## src/rtl/dmem_pkg.sv

```systemverilog
// dmem_pkg: shared types and defaults for the MEM-stage
// data-memory access controller.
package dmem_pkg;

  localparam logic [1:0] ST_IDLE = 2'd0;
  localparam logic [1:0] ST_REQ  = 2'd1;
  localparam logic [1:0] ST_WAIT = 2'd2;
  localparam logic [1:0] ST_DONE = 2'd3;

  localparam int DEF_TIMEOUT = 16;
  localparam int DEF_CNT_W   = 5;

  typedef enum logic [1:0] {
    IDLE = ST_IDLE,
    REQ  = ST_REQ,
    WAIT = ST_WAIT,
    DONE = ST_DONE
  } state_t;

  function automatic logic is_aligned(
    input logic [1:0] lsb
  );
    return lsb == 2'b00;
  endfunction

endpackage

```

## src/rtl/dmem_access_ctrl_if.sv

```systemverilog
// dmem_access_ctrl_if: req/gnt/ack bus between the MEM-stage
// controller (master) and the multi-cycle data memory (slave).
interface dmem_access_ctrl_if #(
  parameter int ADDR_W = 32,
  parameter int DATA_W = 32
);

  logic              mem_req;
  logic              mem_we;
  logic [ADDR_W-1:0] mem_addr;
  logic [DATA_W-1:0] mem_wdata;
  logic              mem_gnt;
  logic              mem_ack;
  logic [DATA_W-1:0] mem_rdata;

  modport master (
    output mem_req,
    output mem_we,
    output mem_addr,
    output mem_wdata,
    input  mem_gnt,
    input  mem_ack,
    input  mem_rdata
  );

  modport slave (
    input  mem_req,
    input  mem_we,
    input  mem_addr,
    input  mem_wdata,
    output mem_gnt,
    output mem_ack,
    output mem_rdata
  );

endinterface

```

## src/rtl/dmem_access_ctrl.sv

```systemverilog
// dmem_access_ctrl: sequences MEM-stage loads/stores onto a
// req/gnt/ack data memory, stalling the pipeline until retire.
module dmem_access_ctrl
  import dmem_pkg::*;
#(
  parameter int ADDR_W  = 32,
  parameter int DATA_W  = 32,
  parameter int TIMEOUT = DEF_TIMEOUT,
  parameter int CNT_W   = DEF_CNT_W
) (
  input  logic              clk,
  input  logic              rst,
  input  logic              validM,
  input  logic              MemWriteM,
  input  logic              ResultSrcM,
  input  logic [ADDR_W-1:0] AluoutM,
  input  logic [DATA_W-1:0] Mem_dataM,
  dmem_access_ctrl_if.master mem,
  output logic              stallM,
  output logic [DATA_W-1:0] ReadDataM,
  output logic              done,
  output logic              bus_err,
  output logic              misalign
);

  state_t            state_q, state_d;
  logic [CNT_W-1:0]  cnt_q, cnt_d;
  logic              req_q, req_d;
  logic              we_q, we_d;
  logic [ADDR_W-1:0] addr_q, addr_d;
  logic [DATA_W-1:0] wdata_q, wdata_d;
  logic [DATA_W-1:0] rdata_q, rdata_d;
  logic              err_q, err_d;

  logic             acc;
  logic             aligned;
  logic             tmo;
  logic             fin_ok;
  logic             fin_tmo;
  logic [CNT_W-1:0] cnt_inc;

  assign acc     = validM & (MemWriteM | ResultSrcM);
  assign aligned = is_aligned(AluoutM[1:0]);
  assign tmo     = cnt_q == CNT_W'(TIMEOUT - 1);
  assign cnt_inc = (cnt_q == '1) ? cnt_q
                                 : cnt_q + CNT_W'(1);

  always_comb begin
    state_d = state_q;
    cnt_d   = cnt_q;
    req_d   = req_q;
    we_d    = we_q;
    addr_d  = addr_q;
    wdata_d = wdata_q;
    rdata_d = rdata_q;
    err_d   = err_q;
    fin_ok  = 1'b0;
    fin_tmo = 1'b0;
    unique case (state_q)
      IDLE: begin
        if (acc && aligned) begin
          state_d = REQ;
          req_d   = 1'b1;
          we_d    = MemWriteM;
          addr_d  = {AluoutM[ADDR_W-1:2], 2'b00};
          wdata_d = Mem_dataM;
        end
      end
      REQ: begin
        cnt_d = cnt_inc;
        if (mem.mem_gnt && mem.mem_ack) begin
          fin_ok = 1'b1;
        end else if (tmo) begin
          fin_tmo = 1'b1;
        end else if (mem.mem_gnt) begin
          state_d = WAIT;
          req_d   = 1'b0;
        end
      end
      WAIT: begin
        cnt_d = cnt_inc;
        if (mem.mem_ack) begin
          fin_ok = 1'b1;
        end else if (tmo) begin
          fin_tmo = 1'b1;
        end
      end
      DONE: begin
        state_d = IDLE;
        cnt_d   = '0;
        err_d   = 1'b0;
      end
      default: state_d = IDLE;
    endcase
    // An ack in the timeout cycle retires normally
    if (fin_ok || fin_tmo) begin
      state_d = DONE;
      req_d   = 1'b0;
      err_d   = fin_tmo;
      if (!we_q) begin
        rdata_d = fin_ok ? mem.mem_rdata : '0;
      end
    end
  end

  always_ff @(posedge clk or negedge rst) begin
    if (!rst) begin
      state_q <= IDLE;
      cnt_q   <= '0;
      req_q   <= 1'b0;
      we_q    <= 1'b0;
      addr_q  <= '0;
      wdata_q <= '0;
      rdata_q <= '0;
      err_q   <= 1'b0;
    end else begin
      state_q <= state_d;
      cnt_q   <= cnt_d;
      req_q   <= req_d;
      we_q    <= we_d;
      addr_q  <= addr_d;
      wdata_q <= wdata_d;
      rdata_q <= rdata_d;
      err_q   <= err_d;
    end
  end

  assign mem.mem_req   = req_q;
  assign mem.mem_we    = we_q;
  assign mem.mem_addr  = addr_q;
  assign mem.mem_wdata = wdata_q;

  // Gated by rst so the pipeline is never frozen while held in reset
  assign stallM = rst & (((state_q == IDLE) & acc & aligned)
                       | (state_q == REQ)
                       | (state_q == WAIT));
  assign misalign  = rst & (state_q == IDLE) & acc & ~aligned;
  assign done      = (state_q == DONE);
  assign bus_err   = (state_q == DONE) & err_q;
  assign ReadDataM = rdata_q;

endmodule

```

## src/flat_wrapper.sv

```systemverilog
// flat-port wrapper written by rule: the top's interface ports become plain ports
module dmem_access_ctrl_flat import dmem_pkg::*;
#(
  parameter int ADDR_W  = 32,
  parameter int DATA_W  = 32,
  parameter int TIMEOUT = DEF_TIMEOUT,
  parameter int CNT_W   = DEF_CNT_W
)
  (clk, rst, validM, MemWriteM, ResultSrcM, AluoutM, Mem_dataM, stallM, ReadDataM, done, bus_err, misalign, mem_mem_req, mem_mem_we, mem_mem_addr, mem_mem_wdata, mem_mem_gnt, mem_mem_ack, mem_mem_rdata);
  dmem_access_ctrl_if #(.ADDR_W(ADDR_W), .DATA_W(DATA_W)) mem_i ();
  input  logic clk;
  input  logic rst;
  input  logic validM;
  input  logic MemWriteM;
  input  logic ResultSrcM;
  input  logic [ADDR_W-1:0] AluoutM;
  input  logic [DATA_W-1:0] Mem_dataM;
  output logic stallM;
  output logic [DATA_W-1:0] ReadDataM;
  output logic done;
  output logic bus_err;
  output logic misalign;
  output wire logic [$bits(mem_i.mem_req)-1:0] mem_mem_req;
  output wire logic [$bits(mem_i.mem_we)-1:0] mem_mem_we;
  output wire logic [$bits(mem_i.mem_addr)-1:0] mem_mem_addr;
  output wire logic [$bits(mem_i.mem_wdata)-1:0] mem_mem_wdata;
  input wire logic [$bits(mem_i.mem_gnt)-1:0] mem_mem_gnt;
  input wire logic [$bits(mem_i.mem_ack)-1:0] mem_mem_ack;
  input wire logic [$bits(mem_i.mem_rdata)-1:0] mem_mem_rdata;
  assign mem_mem_req = mem_i.mem_req;
  assign mem_mem_we = mem_i.mem_we;
  assign mem_mem_addr = mem_i.mem_addr;
  assign mem_mem_wdata = mem_i.mem_wdata;
  assign mem_i.mem_gnt = mem_mem_gnt;
  assign mem_i.mem_ack = mem_mem_ack;
  assign mem_i.mem_rdata = mem_mem_rdata;
  dmem_access_ctrl #(.ADDR_W(ADDR_W), .DATA_W(DATA_W), .TIMEOUT(TIMEOUT), .CNT_W(CNT_W)) u_core (.clk(clk), .rst(rst), .validM(validM), .MemWriteM(MemWriteM), .ResultSrcM(ResultSrcM), .AluoutM(AluoutM), .Mem_dataM(Mem_dataM), .mem(mem_i), .stallM(stallM), .ReadDataM(ReadDataM), .done(done), .bus_err(bus_err), .misalign(misalign));
endmodule
```

## config.mk

```make
export PLATFORM = sky130hd
export DESIGN_NAME = dmem_access_ctrl_flat
export DESIGN_NICKNAME = d
export VERILOG_FILES = /design/src/rtl/dmem_pkg.sv /design/src/rtl/dmem_access_ctrl_if.sv /design/src/rtl/dmem_access_ctrl.sv /design/src/flat_wrapper.sv
export SDC_FILE = /design/constraint.sdc
export NUM_CORES = 1
export LEC_CHECK = 0
export CAP_MARGIN = 20
export CORE_MARGIN = 4
export CORE_UTILIZATION = 42
export CTS_BUF_LIST = sky130_fd_sc_hd__clkbuf_4 sky130_fd_sc_hd__clkbuf_8
export CTS_CLUSTER_DIAMETER = 120
export DETAILED_ROUTE_END_ITERATION = 6
export PLACE_DENSITY = 0.83
export RECOVER_POWER = 50
export SLEW_MARGIN = 20
export SYNTH_ARGS = -nofsm -noshare
export SYNTH_HDL_FRONTEND = slang
export SYNTH_SLANG_ARGS = --single-unit
```

## constraint.sdc

```tcl
create_clock -name clk -period 2.45 [get_ports clk]
set_input_delay 0.49 -clock clk [delete_from_list [all_inputs] [get_ports clk]]
set_output_delay 0.49 -clock clk [all_outputs]
set_load 0.01 [all_outputs]
```

==> qor.yml, run 1 <==
synthToLayoutAreaGrowth_pct: 58.8
place_ws_ns: -0.0182
diodes: 0
root_buffer: "clkbuf_8"
p_per_area_nw_per_um2: 1180
tritoncts: "built"
synthAdderAreaFrac_pct: 2.39
routed_wl_mm: 11.4
cts_buffer_depth: 2
worst_pin_slew_ns: 1.01
num_rows: 36
critical_path.max_stage_delay_ns: 0.45
r2r_cells: 7
timing.max_cap.violations: 0
clk_latency_ns: 0.36
antenna_left: 0
clock-sinks: 104
synth_xor_area_share_pct: 0
vias_per_cell: 4.97
cp.required_ns: 2.68
netlist_area_sq_um: 4190
clock.fmax_mhz: 426
antenna_found_initial: 0
hold_slack_ns: 0.491
setup_tns_ns: 0
fin_crit_ns: 2.35
cts.htree.levels: 3
critPathSlowestCell: "dfrtp_1"
fin_nets: 607
cp.arrival_ns: 2.58
skew_ns: 0.0130
layout_commonest_cell: "clkdlybuf4s50_1"
synthCells: 284
crit-reg2reg-launch: "u_core.cnt_q[0]"
worstReg2RegEnd: "u_core.state_q[0]"
final_core_util_pct: 68.4
synthFlopType: "dfrtp_1"
fin_area_sq_um: 6650
status: "finished, final reports clean"
clk_pin_slew_ns: 0.09
final_cell_mix: "152 x clkdlybuf4s50_1, 104 x dfrtp_1, 56 x mux2_2"
yosysWarnings: 0
ios: 205
grt_pass1_vias: 3320
slew_violations: 0
wl_per_cell_microns: 17.9
end_kind: "flop"
min_path_type: "flop to flop"
synth.mux.area_fraction_pct: 16.9
post_dp_cell_area_sq_um: 6370
crit_path_cell_trace: "ha_1 -> and3_1 -> ha_1 -> o21ba_2 -> o21ai_1 -> nand2_1 -> o32a_1"
slew_headroom_pct: 32.7
numCtsBuffers: 9
min_to: "u_core.mem.mem_addr[24]"
crit_fanout: 6
yosys.area.top_type_share_pct: 62.1
vias: 3153
synth_edf_count: 0
drtIter0Drc: 159
yosysSeqAreaShare_pct: 62.1
leakage_nw: 2.87
synth_seq_cells: 104
cpMostUsedCell: "ha_1"
regToRegSetupSlack_ns: 0.10
coreArea_sq_um: 9730
grt_max_degree: 62
die_width_microns: 108
initial_utilization_pct: 43.1
syn_avg_cell_area_sq_um: 14.8
holdPathStages: 1
portBuffers: 202
place_congestion: 0.731
grtUsageTotal_pct: 19.4
route.detailed.drc: 0
min_period_over_period_pct: 95.8
setup_violations: 0
crit_type: "flop to flop"
synth_area_leaders: "dfrtp_1 62%, mux2_2 15%, a22o_1 7.3%, ha_1 2.4%, mux2_1 1.9%"
setup_slack_ns: 0.103
synth-compound-area-share_pct: 12.2
hpwl_mm: 8.73
die_h_microns: 108
drive_gt1_share_pct: 19.0
final_hold_viol_count: 0
yosysTopAreaCell: "dfrtp_1"
min_from: "u_core.mem.mem_addr[24]"
synth_cell_types: 36
critPathLaunchType: "flop"
dieArea_sq_um: 11600
dr.pass1.iters: 4
synthSimpleGateAreaFrac_pct: 2.90
synth_top_family_by_area: "multiplexers"
ir_worst_vdd_mv: 0.519
globalRouteOverflowTotal: 0
grt_pass1_wl_mm: 17.5
async_reset_ff_share_pct: 100
stage by stage:
step / instances / total power [mW]
2_1_floorplan: 285 / 4.59
3_3_place_gp: 613 / 6.67
3_5_place_dp: 613 / 6.81
4_1_cts: 632 / 8.09
5_1_grt: 634 / 8.33
6_report: 634 / 7.87
sequential cells by signal, summed over array words and instances (netlist names):
name / count
u_core.ReadDataM: 32
u_core.mem.mem_addr: 30
u_core.mem.mem_req: 1
u_core.state_q: 2
u_core.mem.mem_we: 1
u_core.err_q: 1
u_core.cnt_q: 5
u_core.mem.mem_wdata: 32
power breakdown:
part           internal [mW]  total (mW)  switching, mW
clock network          0.641        1.22          0.575
logic                   2.21        3.70           1.49
registers               2.52        2.96          0.438
total                   5.37        7.87           2.50
repair_timing:
action,CTS,global route
buffers inserted,2,2
endpoints found under the setup margin,2,18
endpoints found under the hold margin,3,0
hold buffers,1,0
resized for setup,5,0
pin swaps,0,1
worst max-delay path, delay by kind of cell (launching register included):
kind | cells | cell delay, ns
adder cells (fa/ha/maj) | 2 | 0.52
flip-flops | 1 | 0.45
AO/OA/AOI/OAI | 3 | 0.87
AND/OR/NAND/NOR | 2 | 0.39
metal layers:
metal | track usage (%) | wire length [microns]
met1 | 22.7 | 4330
met2 | 35.3 | 6090
met3 | 4.50 | 807
met4 | 5.23 | 121
met5 | 0 | 0
final cells by class:
cell class / instances / area (sq um)
tap: 133 / 166
clock buffer: 11 / 151
fill: 731 / 3080
multi-input combinational: 159 / 1470
timing repair buffer: 216 / 2160
sequential: 104 / 2600
inverter: 6 / 22.5
clock inverter: 5 / 86.3
Yosys cell counts (2+ instances only):
| cell type | count |
|---|---|
| clkbuf_1 | 2 |
| ha_1 | 8 |
| nand2_1 | 11 |
| mux2_2 | 56 |
| o21ai_0 | 7 |
| a22o_1 | 35 |
| nand4_1 | 2 |
| inv_1 | 6 |
| nor2_1 | 6 |
| o21ai_1 | 2 |
| o31ai_1 | 2 |
| dfrtp_1 | 104 |
| buf_6 | 6 |
| a32o_1 | 2 |
| mux2_1 | 7 |
| buf_2 | 6 |
| o21ba_2 | 2 |
| buf_4 | 2 |
how the worst max path moves through the flow:
stage,start,endpoint,cells past startpoint
2_1_floorplan,u_core.state_q[0],stallM,6
3_3_place_gp,ResultSrcM,stallM,5
3_5_place_dp,ResultSrcM,stallM,5
4_1_cts,u_core.state_q[0],misalign,5
5_1_grt,u_core.cnt_q[1],u_core.ReadDataM[15],8
6_report,u_core.cnt_q[0],u_core.state_q[0],7
cell families (layout without fill, tap and decap cells):
logic type / after synthesis / in the layout
multiplexers: 63 / 63
buffers and inverters: 22 / 238
AO/OA/AOI/OAI: 62 / 62
AND/OR/NAND/NOR: 24 / 24
other: 1 / 2
adder cells (fa/ha/maj): 8 / 8
flip-flops: 104 / 104
Power figures use the tool's default switching activity.
==> inputs of run 2 (changes only) <==
--- a/config.mk
+++ b/config.mk
@@ -7,11 +7,11 @@
 export LEC_CHECK = 0
 export CAP_MARGIN = 20
 export CORE_MARGIN = 4
-export CORE_UTILIZATION = 42
+export CORE_UTILIZATION = 30
 export CTS_BUF_LIST = sky130_fd_sc_hd__clkbuf_4 sky130_fd_sc_hd__clkbuf_8
 export CTS_CLUSTER_DIAMETER = 120
 export DETAILED_ROUTE_END_ITERATION = 6
-export PLACE_DENSITY = 0.83
+export GPL_ROUTABILITY_DRIVEN = 0
 export RECOVER_POWER = 50
 export SLEW_MARGIN = 20
 export SYNTH_ARGS = -nofsm -noshare
==> constraint.sdc (replaced) <==
create_clock -name clk -period 2 [get_ports clk]
set_input_delay 0.4 -clock clk [delete_from_list [all_inputs] [get_ports clk]]
set_output_delay 0.4 -clock clk [all_outputs]
set_load 0.01 [all_outputs]
==> run 2 against run 1 <==
Net effect:
- non-clock buffer count increased by 13
- register-to-register slack about the same
- sequential share of layout area decreased by 1.1 points
- global-route usage decreased by 5.0 points
- cell count increased by 8.8%
==> qor.yml, run 2 (same netlist as run 1, synthesis figures left out) <==
status: "finished, final reports clean"
vias_per_cell: 4.61
switchingPower_mw: 3.07
cts_buffer_depth: 2
critPathLaunchType: "input port"
grt_pass1_wl_mm: 18.2
power_frac_clock_pct: 15.2
coreArea_sq_um: 13500
critical_path.max_stage_delay_ns: 0.48
critPathSlowestCell: "clkdlybuf4s50_1"
crit_fanout: 3
slew_headroom_pct: 58.7
drive_gt1_share_pct: 23.7
portBuffers: 202
rsz0062_at_grt: "false"
drtIter0Drc: 97
ir_worst_vdd_mv: 0.473
crit_buf_inv: 2
min_path_type: "input port to async pin"
cp.arrival_ns: 1.54
synthToLayoutAreaGrowth_pct: 63.5
route.detailed.drc: 0
antenna_found_initial: 0
clk_latency_ns: 0.35
initial_utilization_pct: 31.1
grt_pass1_vias: 3373
layout_commonest_cell: "dfrtp_1"
dr.pass1.iters: 4
p_comb_share_pct: 47.7
min_period_over_period_pct: 96.8
seq_area_sq_um: 2600
fin_nets: 620
hold_slack_ns: 0.441
root_buffer: "clkbuf_8"
clock.fmax_mhz: 516
critPathTopFamily: "buffers and inverters"
globalRouteOverflowTotal: 0
leakage_nw: 2.99
die_width_microns: 126
cp.required_ns: 1.60
grtUsageTotal_pct: 14.4
setup_violations: 0
p_per_area_nw_per_um2: 1400
crit_type: "input port to output port"
slew_violations: 0
fillers: 1186
p_int_mw: 6.54
antenna_left: 0
dieArea_sq_um: 15900
cts.htree.levels: 3
clk_pin_slew_ns: 0.09
crit_path_cell_trace: "clkdlybuf4s50_1 -> o211ai_4 -> nor3_4 -> o31a_1 -> buf_2"
timing.max_cap.violations: 0
clock-sinks: 104
diodes: 0
final_cell_mix: "104 x dfrtp_1, 102 x clkdlybuf4s50_1, 96 x dlygate4sd3_1"
multi_input_area_sq_um: 1540
skew_ns: 0.0105
routed_wl_mm: 11.7
numCtsBuffers: 9
num_rows: 42
setup_tns_ns: 0
hpwl_mm: 8.97
wl_per_cell_microns: 16.9
vias: 3184
die_h_microns: 126
worst_pin_slew_ns: 0.620
seqPwrFrac_pct: 37.1
grt_max_degree: 55
end_kind: "output port"
ios: 205
final_hold_viol_count: 0
tritoncts: "built"
fin_crit_ns: 1.94
netSwitchingFraction_pct: 32.0
==> run 2: changes by cell type in the layout (fill, tap and decap cells not counted), moves of 2 or more <==
cell             before  now
clkbuf_4              1    3
ha_1                  7    3
dlygate4sd3_1        49   96
ha_4                  1    4
clkdlybuf4s50_1     152  102
buf_4                 8   22
buf_6                 0    2
o21ai_2               0    2
==> run 2: worst paths after layout <==
kind                                         start                  endpoint  slack, ns  depth (start not counted)
hold reg to reg            u_core.mem.mem_addr[26]   u_core.mem.mem_addr[26]       0.49                          1
hold / removal                                 rst      u_core.ReadDataM[24]       0.44                          2
setup / recovery                         MemWriteM                    stallM       0.06                          5
min in group clk           u_core.mem.mem_addr[26]   u_core.mem.mem_addr[26]       0.49                          1
setup reg to reg                   u_core.cnt_q[0]         u_core.state_q[0]       0.10                          7
max in group asynchronous                      rst  u_core.mem.mem_wdata[24]       0.31                          4
==> run 2: through the flow <==
stage               util (%)  area (sq um)  setup slack, ns  std cells  power, mW
finish                  50.9          6850           0.0637        690       9.61
global placement        48.5          6530           -0.252        671       8.46
detailed placement      48.5          6530           -0.278        671       8.55
global route            50.9          6850          0.00130        690       10.3
CTS                     50.5          6790          -0.0843        689       10.1
floorplan                  -          4200           0.0235        285       5.64
==> run 2: power groups by stage <==
| stage | logic, mW | registers (mW) | clock network (mW) |
|---|---|---|---|
| after floorplan | 1.56 | 4.07 | 0 |
| after global placement | 4.83 | 3.63 | 0 |
| after detailed placement | 4.89 | 3.66 | 0 |
| after CTS | 4.93 | 3.62 | 1.53 |
| after global routing | 4.93 | 3.70 | 1.62 |
| final | 4.59 | 3.56 | 1.46 |
==> run 2: cell type report <==
class	count	area share [%]
clock buffers	12	2.23
multi-input cells	159	22.4
well taps	176	3.21
repair buffers	229	32.7
inverters	6	0.329
clock inverters	4	1.11
flip-flops and latches	104	38.0
==> run 2: layer usage <==
| layer | track usage, % | routed length, microns | up-vias |
|---|---|---|---|
| met3 | 4.57 | 888 | 18 |
| met2 | 23.4 | 5650 | 128 |
| met5 | 0 | 0 | - |
| met1 | 17.8 | 4860 | 1551 |
| li1 | - | - | 1487 |
| met4 | 5.49 | 269 | 0 |
==> run 2: worst register-to-register path: cells and delay by family (launching register included) <==
| kind | cells | cell delay, ns |
|---|---|---|
| compound gates | 3 | 0.71 |
| flops | 1 | 0.40 |
| fa+ha+maj | 2 | 0.40 |
| simple gates | 2 | 0.29 |
==> run 2: timing repair <==
item,in CTS,in global routing
hold buffers,1,0
gates resized for setup,15,18
setup buffers,1,1
setup endpoints to repair,44,91
pin swaps,2,3
endpoints found under the hold margin,2,0
